`config.mk`:
```
export PLATFORM = sky130hd
export DESIGN_NAME = regfile_mp
export DESIGN_NICKNAME = d
export VERILOG_FILES = /design/src/rtl/mips_rf_pkg.sv /design/src/rtl/rf_scoreboard.sv /design/src/rtl/regfile_mp.sv
export SDC_FILE = /design/constraint.sdc
export NUM_CORES = 2
export LEC_CHECK = 0
export CORE_MARGIN = 1.5
export CORE_UTILIZATION = 55
export CTS_CLUSTER_DIAMETER = 40
export CTS_CLUSTER_SIZE = 8
export DETAILED_ROUTE_END_ITERATION = 10
export PLACE_DENSITY = 0.74
export SYNTH_ARGS = -nofsm -noshare
export SYNTH_HDL_FRONTEND = slang
export SYNTH_HIERARCHICAL = 1
export SYNTH_SLANG_ARGS = --single-unit
export TNS_END_PERCENT = 100
```
`constraint.sdc`:
```
create_clock -name clk -period 7.21 [get_ports clk]
set_input_delay 1.442 -clock clk [delete_from_list [all_inputs] [get_ports clk]]
set_output_delay 1.442 -clock clk [all_outputs]
set_load 0.05 [all_outputs]
```
`src/rtl/mips_rf_pkg.sv`:
```
// Shared types and default sizes for the multi-port register file.
package mips_rf_pkg;

  localparam int RF_DATA_W = 32;
  localparam int RF_ADDR_W = 5;

  // Sweep FSM: INIT zeroes the array one entry per cycle, RUN is terminal.
  typedef enum logic [0:0] {
    RF_INIT = 1'b0,
    RF_RUN  = 1'b1
  } rf_state_t;

endpackage

```
`src/rtl/rf_scoreboard.sv`:
```
// Pending-write scoreboard: one busy bit per register.
// A reservation sets the bit and a writeback clears it. When both hit the same
// register in one cycle, the set wins because a newer producer has just issued.
// Lookups are registered and see the post-update value of that same edge.
module rf_scoreboard
  import mips_rf_pkg::*;
#(
  parameter int ADDR_W = RF_ADDR_W,
  parameter int NUM_RD = 2
) (
  input  logic                     clk,
  input  logic                     rst,
  input  logic                     set_en,
  input  logic [ADDR_W-1:0]        set_addr,
  input  logic                     clr_en,
  input  logic [ADDR_W-1:0]        clr_addr,
  input  logic                     look_en,
  input  logic [NUM_RD*ADDR_W-1:0] look_addr,
  output logic [NUM_RD-1:0]        look_busy
);

  localparam int DEPTH = 1 << ADDR_W;

  logic [DEPTH-1:0]  busy_q, busy_d;
  logic [NUM_RD-1:0] look_busy_q, look_busy_d;

  // Next busy vector: clear first, then set, so the set has priority.
  always_comb begin
    busy_d = busy_q;
    if (clr_en) busy_d[clr_addr] = 1'b0;
    if (set_en) busy_d[set_addr] = 1'b1;
  end

  // Each lookup port reads the post-update vector; held low while disabled.
  for (genvar gi = 0; gi < NUM_RD; gi++) begin : g_look
    assign look_busy_d[gi] = look_en & busy_d[look_addr[gi*ADDR_W +: ADDR_W]];
  end

  // Busy vector and registered lookup results.
  always_ff @(posedge clk or negedge rst) begin
    if (!rst) begin
      busy_q      <= '0;
      look_busy_q <= '0;
    end else begin
      busy_q      <= busy_d;
      look_busy_q <= look_busy_d;
    end
  end

  assign look_busy = look_busy_q;

endmodule

```
`src/rtl/regfile_mp.sv`:
```
// Multi-read-port register file with HI/LO pair, write-first forwarding,
// pending-write scoreboard and a post-reset sweep that zeroes the array.
module regfile_mp
  import mips_rf_pkg::*;
#(
  parameter int DATA_W   = RF_DATA_W,
  parameter int ADDR_W   = RF_ADDR_W,
  parameter int NUM_RD   = 2,
  parameter int ZERO_REG = 1
) (
  input  logic                     clk,
  input  logic                     rst,
  input  logic [NUM_RD*ADDR_W-1:0] rd_addr,
  output logic [NUM_RD*DATA_W-1:0] rd_data,
  output logic [NUM_RD-1:0]        rd_busy,
  input  logic                     wr_en,
  input  logic [ADDR_W-1:0]        wr_addr,
  input  logic [DATA_W-1:0]        wr_data,
  input  logic                     rsv_en,
  input  logic [ADDR_W-1:0]        rsv_addr,
  input  logic                     hilo_we,
  input  logic [DATA_W-1:0]        hi_wdata,
  input  logic [DATA_W-1:0]        lo_wdata,
  output logic [DATA_W-1:0]        hi_rdata,
  output logic [DATA_W-1:0]        lo_rdata,
  output logic                     ready
);

  localparam int              DEPTH    = 1 << ADDR_W;
  // The counter is one bit wider than an address so DEPTH itself is representable.
  localparam logic [ADDR_W:0] LAST_IDX = (ADDR_W+1)'(DEPTH - 1);
  localparam logic [ADDR_W:0] CNT_ONE  = (ADDR_W+1)'(1);

  rf_state_t         state_q, state_d;
  logic [ADDR_W:0]   cnt_q, cnt_d;
  logic [DATA_W-1:0] hi_q, hi_d, lo_q, lo_d;

  logic [DATA_W-1:0] mem [DEPTH];
  logic              mem_we;
  logic [ADDR_W-1:0] mem_waddr;
  logic [DATA_W-1:0] mem_wdata;

  logic run;
  logic wr_ok, rsv_ok;
  logic wr_accept, rsv_accept;

  assign run    = (state_q == RF_RUN);
  // Entry 0 is hardwired to zero when ZERO_REG is set, so it can never be written or reserved.
  assign wr_ok  = (ZERO_REG == 0) || (wr_addr != '0);
  assign rsv_ok = (ZERO_REG == 0) || (rsv_addr != '0);
  // Nothing from the pipeline is accepted until the sweep has finished.
  assign wr_accept  = run & wr_en & wr_ok;
  assign rsv_accept = run & rsv_en & rsv_ok;

  // Sweep FSM next state: step the counter through every entry, then park in RUN.
  always_comb begin
    state_d = state_q;
    cnt_d   = cnt_q;
    case (state_q)
      RF_INIT: begin
        cnt_d = cnt_q + CNT_ONE;
        if (cnt_q == LAST_IDX) state_d = RF_RUN;
      end
      RF_RUN: begin
        state_d = RF_RUN;
      end
      default: begin
        state_d = RF_INIT;
      end
    endcase
  end

  // FSM state and sweep counter.
  always_ff @(posedge clk or negedge rst) begin
    if (!rst) begin
      state_q <= RF_INIT;
      cnt_q   <= '0;
    end else begin
      state_q <= state_d;
      cnt_q   <= cnt_d;
    end
  end

  // Single array write port shared by the sweep (INIT) and writeback (RUN).
  always_comb begin
    mem_we    = 1'b0;
    mem_waddr = wr_addr;
    mem_wdata = wr_data;
    if (!run) begin
      mem_we    = 1'b1;
      mem_waddr = cnt_q[ADDR_W-1:0];
      mem_wdata = '0;
    end else if (wr_accept) begin
      mem_we = 1'b1;
    end
  end

  // Array storage; deliberately not reset, the sweep clears it instead.
  always_ff @(posedge clk) begin
    if (mem_we) mem[mem_waddr] <= mem_wdata;
  end

  // HI/LO next values: updated together, only once running.
  always_comb begin
    hi_d = hi_q;
    lo_d = lo_q;
    if (run && hilo_we) begin
      hi_d = hi_wdata;
      lo_d = lo_wdata;
    end
  end

  // HI/LO registers.
  always_ff @(posedge clk or negedge rst) begin
    if (!rst) begin
      hi_q <= '0;
      lo_q <= '0;
    end else begin
      hi_q <= hi_d;
      lo_q <= lo_d;
    end
  end

  assign hi_rdata = hi_q;
  assign lo_rdata = lo_q;
  assign ready    = run;

  // Independent read ports, each with its own zero check and forwarding mux.
  for (genvar gi = 0; gi < NUM_RD; gi++) begin : g_rd
    logic [ADDR_W-1:0] addr;
    logic [DATA_W-1:0] data_d, data_q;

    assign addr = rd_addr[gi*ADDR_W +: ADDR_W];

    // Read mux: zero during sweep, zero register, then same-cycle write, then array.
    always_comb begin
      data_d = mem[addr];
      if (!run) begin
        data_d = '0;
      end else if ((ZERO_REG != 0) && (addr == '0)) begin
        data_d = '0;
      end else if (wr_accept && (wr_addr == addr)) begin
        data_d = wr_data;
      end
    end

    // Registered read data for this port.
    always_ff @(posedge clk or negedge rst) begin
      if (!rst) data_q <= '0;
      else      data_q <= data_d;
    end

    assign rd_data[gi*DATA_W +: DATA_W] = data_q;
  end

  rf_scoreboard #(
    .ADDR_W (ADDR_W),
    .NUM_RD (NUM_RD)
  ) u_scoreboard (
    .clk       (clk),
    .rst       (rst),
    .set_en    (rsv_accept),
    .set_addr  (rsv_addr),
    .clr_en    (wr_accept),
    .clr_addr  (wr_addr),
    .look_en   (run),
    .look_addr (rd_addr),
    .look_busy (rd_busy)
  );

`ifndef SYNTHESIS
  // Trace of every write that actually lands in the array.
  always_ff @(posedge clk) begin
    if (rst && wr_accept) $display("%m: write r%0d <= 0x%h", wr_addr, wr_data);
  end
`endif

endmodule

```
Word-level counts from Yosys, hierarchy flattened --
Memories as Yosys holds them, arrays and structs flattened. Index checks and enable logic that the tools add are counted.
Cells by class: magnitude comparators 6, reduce and logical (&&, ||, !) cells 9, add/sub/neg operators 1, equality and inequality tests 3, bitwise gates (word level) 10, mux-type cells 24
Operators with widths (number):
- 2-to-1 mux 32 bit | 9
- AND 32 bit | 1
- NOT 32 bit | 1
- bitwise OR 32 bit | 1
- less-than comparator 5 x 6 -> 1 bit (second input constant) | 4
- binary-select mux 1 bit (select 5 bit) | 2
- demux 1 bit (select 5 bit) | 2
- == test 5 bit | 2
- greater-or-equal comparator 5 x 1 -> 1 bit (second input constant) | 2
- logical NOT 5 bit | 2
- nonzero test 5 bit | 2
- 2-to-1 mux 1 bit | 9
- adder 6 x 1 -> 6 bit (second input constant) | 1
- AND 1 bit | 6
- == test 6 x 5 -> 1 bit (second input constant) | 1
- logical AND 1 bit | 5
- 2-to-1 mux 5 bit | 1
- case mux 1 bit (2 select lines) | 1
- NOT 1 bit | 1
Word-level totals: register bits after elaboration 169, word-level logic and storage cells 62, memory bits (writable) 1024, memories kept 1
Memories:
- mem | words 32, bits a word 32, read ports 2, clocked after Yosys merged registers in 0, write ports 1, RTL line regfile_mp.sv:38 | logic [DATA_W-1:0] mem [DEPTH];

Depth between registers and ports, before layout --
depth in word-level cells 12, gate-level depth with buffers 13, gate-level depth less buffers 10

Hierarchy --
The synthesis kept the hierarchy.
Modules (own cells, without submodules):
- regfile_mp | cells each 2628, sequential area each 34127.7 sq um, times used 1, area each 52044.9 sq um
- rf_scoreboard | cells each 277, sequential area each 850.8 sq um, times used 1, area each 2193.4 sq um

Worst setup path after synthesis --
Ideal clock, no wire load.
path kind input to register, from in wr_addr[4], to mem mem[11][0] (netlist bit), enable pin, buffers on the path 1, data arrival time 3.616 ns, stages 6, setup time 0.421 ns, slack 3.173 ns, cells stage by stage clkbuf_1 or4_4 o21ai_1 nand2_1 nand2b_1 nor2_1
Between the ends: cells in the longest elaborated chain, start to end 6
RTL lines:
- from (decl) | RTL line regfile_mp.sv:17 | input logic [ADDR_W-1:0] wr_addr,
- nonzero test 5 bit | RTL line regfile_mp.sv:49 | assign wr_ok = (ZERO_REG == 0) || (wr_addr != '0);
- AND 1 bit | RTL line regfile_mp.sv:52 | assign wr_accept = run & wr_en & wr_ok;
- 2-to-1 mux 1 bit | RTL line regfile_mp.sv:93 | end else if (wr_accept) begin
- 2-to-1 mux 1 bit | RTL line regfile_mp.sv:89 | if (!run) begin
- 2-to-1 mux 1 bit | RTL line regfile_mp.sv:100 | if (mem_we) mem[mem_waddr] <= mem_wdata;
- 2-to-1 mux 1 bit (implied by the code) | RTL line regfile_mp.sv:100
- to (decl) | RTL line regfile_mp.sv:38
Several ways; a longest one is shown, not always the timed one.

Final worst setup path --
from in wr_addr[3], to mem mem[19][1] (netlist bit), enable pin
Same word-level chain as after synthesis.

==> results.sh <==
export IMPL_grtUsageTotal=0.338
export IMPL_final_setup_viol_count=0
export IMPL_drt_initial_drc_count=4944
export IMPL_wl_met3_um=24100
export IMPL_r2r_setup_slack_ns=3.40
export IMPL_nNetsFinal=3312
export IMPL_tns_ns=0
export IMPL_gp_congestion=0.907
export IMPL_synth_fp_nets=3027
export IMPL_dpl_hpwl_um=99100
export IMPL_wl_met2_um=76900
export IMPL_synth_most_common_cell="edfxtp_1"
export IMPL_ys_flop_type="edfxtp_1"
export IMPL_grt_pass1_vias=34652
export IMPL_postLayoutCoreUtil=0.652
export IMPL_avgSynthCellArea_um2=18.7
export IMPL_powerDensity_mw_per_mm2=276
export IMPL_ys_async_sr_fraction=0.142
export IMPL_antenna_found_initial=5
export IMPL_core_mm2=0.0980
export IMPL_path_max_fanout=19
export IMPL_relSlewSlack=0.0723
export IMPL_synth_top_area_frac=0.567
export IMPL_wl_um=166000
export IMPL_tightest_slew_ns=1.39
export IMPL_cp_endpoint="mem[19][1]$_DFFE_PP_"
export IMPL_yosys_top_cells_area="edfxtp_1, mux4_2, dfrtp_1"
export IMPL_grt_ovfl_total=0
export IMPL_vias=33591
export IMPL_dr_pass1_iters=6
export IMPL_synthTopCellsByCount="edfxtp_1, mux4_2, dfrtp_1"
export IMPL_final_hold_viol_count=0
export IMPL_wl_met1_um=56700
export IMPL_h_tree_depth=4
export IMPL_cts_sinks=1193
export IMPL_drv_slew=0
export IMPL_post_drt_wl_per_cell_um=36.1
export IMPL_ys_ff_latch=1193
export IMPL_cp_start_kind="input port"
export IMPL_clk_latency_ns=0.79
export IMPL_cts_tree="done"
export IMPL_final_period_utilization=0.602
export IMPL_r2r_end="mem[26][12]$_DFFE_PP_"
export IMPL_vdd_drop_max_mv=0.218
export IMPL_end_kind="flop"
export IMPL_antenna_cells=0
export IMPL_num_fill_cells=6306
export IMPL_drc=0
export IMPL_cts_buffers=182
export IMPL_std_cell_rows=115
export IMPL_cp_startpoint="wr_addr[3]"
export IMPL_postRouteAntennaNets=0
export IMPL_status="completed"
export IMPL_routed_via_density=7.29
export IMPL_rr_worst_depth=5
export IMPL_die_h_um=317
export IMPL_min_path_type="flop to flop"
export IMPL_synth_cells=2905
export IMPL_drive_gt1_frac=0.285
export IMPL_yosysTopAreaCell="edfxtp_1"
export IMPL_post_route_min_period_ns=4.34
export IMPL_hold_buffers=0
export IMPL_skew_ns=0.0293
export IMPL_fp_dieArea_mm2=0.101
export IMPL_routed_top_layer="met5"
export IMPL_grt_pass1_wl_um=240000
export IMPL_portBuffers=251
export IMPL_clock_fmax_ghz=0.230
export IMPL_cp_required_ns=7.68
export IMPL_cts_resized=0
export IMPL_start_util=0.554
export IMPL_rsz0062_at_grt="false"
export IMPL_worst_ep_arrival_time_ns=4.81
export IMPL_ctsLongestPathBuffers=3
export IMPL_r2r_start="ready$_DFF_PN0_"
export IMPL_yosys_warnings=6
export IMPL_drv_cap=0
export IMPL_syn_to_final_growth_pct=17.8
export IMPL_p_leak_nw=21.1
export IMPL_path_class="input port to flop"
export IMPL_power_mw=17.6
export IMPL_grt_max_degree=125
export IMPL_clk_pin_slew_worst_paths_ns=0.05
export IMPL_cts_root_buf="clkbuf_16"
export IMPL_yosysSeqAreaShare=0.645
export IMPL_syn_cell_area_mm2=0.0542
export IMPL_die_x_um=317
export IMPL_cts_setup_buffers=0
export IMPL_ios=252
export IMPL_synth_cell_type_count=64
export IMPL_synth_edf_count=1024
## through the flow
stage / cells / setup WS (ns) / hold WS (ns) / cell area, µm²
2_1_floorplan: 2905 / 3.17 / 0.437 / 54200
3_5_place_dp: 4292 / 2.20 / 0.474 / 58400
5_1_grt: 4607 / 2.78 / 0.515 / 63900
4_1_cts: 4606 / 2.97 / 0.485 / 63900
6_report: 4607 / 2.87 / 0.483 / 63900
3_3_place_gp: 4292 / 2.30 / 0.451 / 58400
## where the power goes
group | total (mW) | internal [mW] | leakage (nW) | switching [mW]
sequential | 7.71 | 7.64 | 11.3 | 0.0716
combinational | 1.82 | 0.658 | 7.15 | 1.16
clock | 8.11 | 5.09 | 2.68 | 3.02
## registers in the layout, indices dropped and copies added (netlist names)
signal / cells
cnt_q: 6
lo_rdata: 32
hi_rdata: 32
u_scoreboard/look_busy: 2
ready: 1
u_scoreboard/busy_q: 32
mem: 1024
g_rd.data_q: 64
## layout make-up
cell class | instances | area, µm² | area share
tap | 1287 | 1610 | 0.0252
sequential | 1193 | 35000 | 0.547
clock buffer | 279 | 5120 | 0.0802
inverter | 8 | 30.0 | 0.000470
multi-input combinational | 1476 | 18500 | 0.290
clock inverter | 35 | 412 | 0.00644
timing repair buffer | 329 | 3210 | 0.0502
## cells by family after synthesis
group           share of synthesized area
flops                               0.645
mux                                 0.239
compound gates                     0.0570
simple gates                       0.0374
buf+inv                            0.0189
xor+xnor                          0.00242
fa+ha+maj                        0.000231
## how the worst min path moves through the flow
stage	from	endpoint	slack [ns]	cells after the start
2_1_floorplan	cnt_q[5]$_DFFE_PN0N_	cnt_q[5]$_DFFE_PN0N_	0.44	1
3_3_place_gp	cnt_q[5]$_DFFE_PN0N_	cnt_q[5]$_DFFE_PN0N_	0.45	1
3_5_place_dp	cnt_q[5]$_DFFE_PN0N_	cnt_q[5]$_DFFE_PN0N_	0.47	1
4_1_cts	cnt_q[5]$_DFFE_PN0N_	cnt_q[5]$_DFFE_PN0N_	0.48	1
5_1_grt	lo_rdata[17]$_DFFE_PN0P_	lo_rdata[17]$_DFFE_PN0P_	0.51	1
6_report	cnt_q[5]$_DFFE_PN0N_	cnt_q[5]$_DFFE_PN0N_	0.48	1
## placed cells by master, fill, tap and decap left out, types with 6 or more instances in the layout
cell	Yosys	final
edfxtp_1	1024	1024
mux4_2	512	512
clkdlybuf4s50_1	0	242
clkbuf_16	0	187
dfrtp_1	169	168
nand2_1	118	117
a211oi_1	99	99
clkbuf_1	119	82
buf_4	5	73
nor2b_1	71	69
mux2i_1	68	68
mux2_2	67	67
o22ai_1	65	65
a221o_1	63	63
a22oi_1	63	63
a21oi_1	47	47
nor3_1	45	44
nor2_4	0	33
and2_1	33	32
o21ai_0	32	32
nand3_1	25	25
o21ai_1	17	17
xnor2_1	14	14
nand2b_1	12	12
clkbuf_8	0	11
nor2_1	43	10
clkinv_2	0	10
nand3b_1	9	9
inv_1	8	8
bufinv_16	0	7
clkinv_1	0	7
buf_12	0	7
a32oi_1	6	6
inv_6	0	6
## per-layer routing
metal / vias up / GRT usage
li1: 12922 / -
met1: 17234 / 0.451
met2: 2947 / 0.513
met3: 482 / 0.0999
met4: 6 / 0.163
met5: - / 0
## worst max-delay path, cell delays in order
cell and delay (ns):
clkdlybuf4s50_1 0.67, or4_4 0.60, o21ai_1 0.47, nand2_1 0.30, nand2b_1 0.62, nor2_4 0.30, buf_4 0.36
Power figures use the tool's default switching activity.
